===== src/rtl/apb_ctrl_pkg.sv =====
// Shared definitions for the APB-side bridge controller: state encoding,
// AHB response codes and the slave-select sanity check.
package apb_ctrl_pkg;

    localparam logic [2:0] ST_IDLE   = 3'd0;
    localparam logic [2:0] ST_WDATA  = 3'd1;
    localparam logic [2:0] ST_SETUP  = 3'd2;
    localparam logic [2:0] ST_ACCESS = 3'd3;
    localparam logic [2:0] ST_ERR1   = 3'd4;
    localparam logic [2:0] ST_ERR2   = 3'd5;

    localparam logic HRESP_OKAY  = 1'b0;
    localparam logic HRESP_ERROR = 1'b1;

    // Widest slave-select vector the one-hot check accepts.
    localparam int MAX_NSLV = 32;

    function automatic logic is_onehot(input logic [MAX_NSLV-1:0] v);
        return $countones(v) == 1;
    endfunction

endpackage


===== src/rtl/apb_wait_timer.sv =====
// Counts ACCESS cycles spent waiting on PREADY and flags the cycle on which
// the wait budget runs out. TIMEOUT of 0 never expires.
module apb_wait_timer #(
    parameter int TIMEOUT = 16
) (
    input  logic clk,
    input  logic rst_n,
    input  logic clear_i,
    input  logic en_i,
    output logic expired_o
);

    localparam int CNT_W = (TIMEOUT == 0) ? 1 : $clog2(TIMEOUT + 1);
    localparam logic [CNT_W-1:0] CNT_LAST = CNT_W'((TIMEOUT == 0) ? 0 : TIMEOUT - 1);
    localparam logic [CNT_W-1:0] CNT_MAX  = '1;

    logic [CNT_W-1:0] cnt_q;
    logic [CNT_W-1:0] cnt_d;

    // Saturating count so a disabled timeout can never wrap into a false expiry.
    always_comb begin
        cnt_d = cnt_q;
        if (clear_i) begin
            cnt_d = '0;
        end else if (en_i && (cnt_q != CNT_MAX)) begin
            cnt_d = cnt_q + CNT_W'(1);
        end
    end

    always_ff @(posedge clk) begin
        if (!rst_n) begin
            cnt_q <= '0;
        end else begin
            cnt_q <= cnt_d;
        end
    end

    assign expired_o = (TIMEOUT != 0) && en_i && (cnt_q == CNT_LAST);

endmodule


===== src/rtl/apb_master_fsm.sv =====
// APB-side controller of the AHB2APB bridge: one accepted AHB transfer becomes
// one APB SETUP/ACCESS transfer, with wait states, slave/timeout errors and the
// two-cycle AHB ERROR response. Every output is driven directly from a flop.
module apb_master_fsm #(
    parameter int ADDR_W  = 32,
    parameter int DATA_W  = 32,
    parameter int NSLV    = 3,
    parameter int TIMEOUT = 16
) (
    input  logic              Hclk,
    input  logic              Hresetn,
    input  logic              valid,
    input  logic [ADDR_W-1:0] Haddr,
    input  logic              Hwrite,
    input  logic [NSLV-1:0]   tempselx,
    input  logic [DATA_W-1:0] Hwdata,
    input  logic [DATA_W-1:0] Prdata,
    input  logic              Pready,
    input  logic              Pslverr,
    output logic [ADDR_W-1:0] Paddr,
    output logic [DATA_W-1:0] Pwdata,
    output logic              Pwrite,
    output logic [NSLV-1:0]   Pselx,
    output logic              Penable,
    output logic              Hreadyout,
    output logic              Hresp,
    output logic [DATA_W-1:0] Hrdata
);
    import apb_ctrl_pkg::*;

    logic [2:0]        state_q, state_d;
    logic [NSLV-1:0]   sel_q, sel_d;
    logic [ADDR_W-1:0] paddr_q, paddr_d;
    logic [DATA_W-1:0] pwdata_q, pwdata_d;
    logic              pwrite_q, pwrite_d;
    logic [NSLV-1:0]   pselx_q, pselx_d;
    logic              penable_q, penable_d;
    logic              hreadyout_q, hreadyout_d;
    logic              hresp_q, hresp_d;
    logic [DATA_W-1:0] hrdata_q, hrdata_d;

    logic accept;
    logic timer_clear;
    logic timer_en;
    logic timer_expired;

    assign accept      = (state_q == ST_IDLE) && valid && hreadyout_q;
    assign timer_clear = (state_d == ST_SETUP);
    assign timer_en    = (state_q == ST_ACCESS) && !Pready;

    apb_wait_timer #(
        .TIMEOUT (TIMEOUT)
    ) u_wait_timer (
        .clk       (Hclk),
        .rst_n     (Hresetn),
        .clear_i   (timer_clear),
        .en_i      (timer_en),
        .expired_o (timer_expired)
    );

    always_ff @(posedge Hclk) begin
        if (!Hresetn) begin
            state_q     <= ST_IDLE;
            sel_q       <= '0;
            paddr_q     <= '0;
            pwdata_q    <= '0;
            pwrite_q    <= 1'b0;
            pselx_q     <= '0;
            penable_q   <= 1'b0;
            hreadyout_q <= 1'b1;
            hresp_q     <= HRESP_OKAY;
            hrdata_q    <= '0;
        end else begin
            state_q     <= state_d;
            sel_q       <= sel_d;
            paddr_q     <= paddr_d;
            pwdata_q    <= pwdata_d;
            pwrite_q    <= pwrite_d;
            pselx_q     <= pselx_d;
            penable_q   <= penable_d;
            hreadyout_q <= hreadyout_d;
            hresp_q     <= hresp_d;
            hrdata_q    <= hrdata_d;
        end
    end

    always_comb begin
        state_d = state_q;
        unique case (state_q)
            ST_IDLE: begin
                if (accept) begin
                    // A select with zero or several bits set has no single target slave.
                    if (!is_onehot(MAX_NSLV'(tempselx))) begin
                        state_d = ST_ERR1;
                    end else if (Hwrite) begin
                        state_d = ST_WDATA;
                    end else begin
                        state_d = ST_SETUP;
                    end
                end
            end
            ST_WDATA:  state_d = ST_SETUP;
            ST_SETUP:  state_d = ST_ACCESS;
            ST_ACCESS: begin
                if (Pready) begin
                    state_d = Pslverr ? ST_ERR1 : ST_IDLE;
                end else if (timer_expired) begin
                    state_d = ST_ERR1;
                end
            end
            ST_ERR1:   state_d = ST_ERR2;
            ST_ERR2:   state_d = ST_IDLE;
            default:   state_d = ST_IDLE;
        endcase
    end

    // Outputs are registered, so they are decoded from the state being entered.
    always_comb begin
        sel_d       = accept ? tempselx : sel_q;
        paddr_d     = accept ? Haddr : paddr_q;
        pwrite_d    = accept ? Hwrite : pwrite_q;
        pwdata_d    = (state_q == ST_WDATA) ? Hwdata : pwdata_q;
        pselx_d     = ((state_d == ST_SETUP) || (state_d == ST_ACCESS)) ? sel_d : '0;
        penable_d   = (state_d == ST_ACCESS);
        hreadyout_d = (state_d == ST_IDLE) || (state_d == ST_ERR2);
        hresp_d     = ((state_d == ST_ERR1) || (state_d == ST_ERR2)) ? HRESP_ERROR : HRESP_OKAY;
        hrdata_d    = hrdata_q;
        if ((state_q == ST_ACCESS) && Pready && !Pslverr && !pwrite_q) begin
            hrdata_d = Prdata;
        end
    end

    assign Paddr     = paddr_q;
    assign Pwdata    = pwdata_q;
    assign Pwrite    = pwrite_q;
    assign Pselx     = pselx_q;
    assign Penable   = penable_q;
    assign Hreadyout = hreadyout_q;
    assign Hresp     = hresp_q;
    assign Hrdata    = hrdata_q;

endmodule


===== config.mk =====
export PLATFORM = sky130hd
export DESIGN_NAME = apb_master_fsm
export DESIGN_NICKNAME = d
export VERILOG_FILES = /design/src/rtl/apb_ctrl_pkg.sv /design/src/rtl/apb_wait_timer.sv /design/src/rtl/apb_master_fsm.sv
export SDC_FILE = /design/constraint.sdc
export NUM_CORES = 1
export LEC_CHECK = 0
export CORE_UTILIZATION = 44
export CTS_CLUSTER_DIAMETER = 120
export DETAILED_ROUTE_END_ITERATION = 7
export PLACE_DENSITY = 0.85
export SLEW_MARGIN = 20
export SYNTH_ARGS = -nofsm -noshare
export SYNTH_HDL_FRONTEND = slang
export SYNTH_SLANG_ARGS = --single-unit

===== constraint.sdc =====
create_clock -name Hclk -period 4.81 [get_ports Hclk]
set_clock_uncertainty 0.1 [all_clocks]
set_input_delay 0.481 -clock Hclk [delete_from_list [all_inputs] [get_ports Hclk]]
set_output_delay 0.481 -clock Hclk [all_outputs]
set_load 0.01 [all_outputs]

==> results_dict.tcl <==
set metrics [dict create \
    status "completed" \
    dr.pass1.iters 4 \
    synthTopCellsByCount "nand2_1 (196), dfxtp_1 (114), a21boi_1 (65)" \
    max-vdd-ir-drop_v 0.000246 \
    synthAdderAreaFrac_pct 1.31 \
    root_buffer "clkbuf_8" \
    grt_pass1_wl_um 18000 \
    start_util_pct 45.2 \
    fin_area_um2 7230 \
    final_layout_size_suffix_gt1_share_pct 5.74 \
    synth.distinct_cells 37 \
    yosysSeqAreaShare_pct 51.9 \
    rows 36 \
    area_growth_pct 64.5 \
    grt_max_degree 67 \
    synth-edff-count 0 \
    antenna_cells 0 \
    synth_seq_cells 114 \
    holdBufCountCts 0 \
    synth_top_family_by_area "simple AND/OR/NAND/NOR gates" \
    post_cts_buffers 0 \
    path_class "in2reg" \
    port_buffers 207 \
    total_power_mw 3.36 \
    finalNetCount 810 \
    synth-compound-area-share_pct 18.5 \
    worstPathMaxFanout 3 \
    core_um2 9730 \
    synth_xor_area_share_pct 0.598 \
    vias 4101 \
    setup_viol 0 \
    final_antenna_net_count 0 \
    slowest_stage "fa_1" \
    synth-simple-area-share_pct 22.2 \
    synth_ff_type "dfxtp_1" \
    cts_tree "built" \
    grt_pass1_vias 4022 \
    numCtsBuffers 17 \
    leakagePower_nw 2.63 \
    place_congestion 0.775 \
    cts_num_sinks 114 \
    finalCritPeriodShare_pct 49.5 \
    slew_violations 0 \
    dp_cells 815 \
    endpoint_kind "register" \
    routedWlPerCell_um 13.7 \
    track_usage_pct 22.3 \
    worstHoldPathType "reg2reg" \
    netlist.area_leader.share_pct 51.9 \
    gr-total-overflow 0 \
    syn_inst 507 \
    via_per_inst 4.84 \
    cts_resized 0 \
    finalWirelength_um 11600 \
    fin_util_pct 74.3 \
    yosysMostFrequentCell "nand2_1" \
    tightest_slew_ns 0.911 \
    clk_latency_ns 0.50 \
    max_slew_margin_pct 39.3 \
    p_per_area_nw_per_um2 465 \
    h-tree-depth 4 \
    antenna_found_initial 0 \
    synth.largest_area_cell "dfxtp_1" \
    tns_ns 0 \
    critPathBufInv 2 \
    drv_cap 0 \
    die_area_um2 10400 \
    synth_area_leaders "dfxtp_1 (52%), nand2_1 (17%), a21boi_1 (11%)" \
    dp_slack_ns 1.98 \
    drcViolationCount 0 \
    worstPathRequired_ns 5.07 \
    whs_ns 0.349 \
    io_pins 208 \
    die_w_um 102 \
    fmax_mhz 420 \
    layout.cells.non_filler 847 \
    critPathLaunchType "input pin" \
    die_y_um 102 \
    critPathMaxStageDelay_ns 0.55 \
    dpl-instance-area_um2 6510 \
    hold_viol_final 0 \
    min_period_ns 2.38 \
    critPathArrivalTime_ns 2.64 \
    hpwlAfterDp_um 8180 \
    path_cells "clkdlybuf4s50_1, inv_1, fa_1, and4b_1, and2_1, o311ai_0, nor3b_1" \
    cts.path.max_buffers 2 \
    synth_fp_nets 616 \
    syn_area_per_cell_um2 8.67 \
    drt_iter0_drc 182 \
    rsz0062_at_grt "false" \
    cts.reportedPaths.clkPinSlew_ns 0.05 \
    fillers 698 \
    layout_setup_ws_ns 2.43 \
    yosysWarnings 0 \
    synthMuxAreaShare_pct 1.14 \
    critPathTopFamily "buffers and inverters" \
    ys_async_sr_fraction_pct 0 \
    netlist_area_um2 4390 \
]
[cell type report]
cell class,count,area [um2],area share [%]
tap,133,166,2.30
timing repair buffer,211,2100,29.1
clock inverter,9,248,3.43
multi-input combinational,351,1940,26.8
sequential,114,2280,31.6
inverter,6,22.5,0.312
clock buffer,23,467,6.46
[power by group]
part	leakage [nW]	switching, mW	internal, mW
combinational	1.36	0.337	0.373
clock	0.343	0.412	1.09
sequential	0.925	0.0834	1.06
[sequential cells by signal, indices dropped and copies added, names as in the netlist]
register	flops
sel_q	3
state_q	3
Hreadyout	1
Penable	1
Pwrite	1
Pwdata	32
Hrdata	32
u_wait_timer.cnt_q	5
Pselx	3
Paddr	32
Hresp	1
[cells in the final DEF (no fill, tap or decap), types with 4 or more instances in the layout]
| master | count |
|---|---|
| bufinv_16 | 8 |
| inv_1 | 6 |
| clkbuf_8 | 4 |
| nand2_1 | 196 |
| mux2i_1 | 5 |
| dfxtp_1 | 114 |
| nor2_1 | 8 |
| nor2b_1 | 4 |
| clkbuf_16 | 16 |
| and2_1 | 5 |
| clkdlybuf4s50_1 | 206 |
| a21boi_1 | 65 |
| a21boi_0 | 32 |
[path summary, 6_finish.rpt]
kind               startpoint        end  slack [ns]  cells past startpoint
setup / recovery  tempselx[0]   Pselx[0]        2.43                      7
hold / removal      Hrdata[7]  Hrdata[7]        0.35                      2
setup reg to reg   state_q[1]   Pselx[0]        2.49                      3
hold reg to reg     Hrdata[7]  Hrdata[7]        0.35                      2
[cell families (layout without fill, tap and decap cells)]
kind of cell,count (synthesis),in the layout
AO/OA/AOI/OAI,107,107
multiplexers,5,5
buffers and inverters,42,249
adder cells (fa/ha/maj),4,4
flip-flops,114,114
AND/OR/NAND/NOR,232,232
XOR/XNOR,3,3
[worst min-delay path: cells and delay by family (launching register included)]
family             cells  cell delay [ns]
and+or+nand+nor        1             0.05
AOI/OAI and AO/OA      1             0.05
DFF                    1             0.30
[metal layers]
layer | global-route usage, % | vias up | part of all wire, %
met3 | 8.55 | 22 | 8.3
met1 | 23.8 | 1878 | 40
met5 | 0 | - | 0
li1 | - | 2046 | -
met2 | 38.7 | 155 | 49
met4 | 11.1 | 0 | 2.2
(Power assumes the default switching activity.)
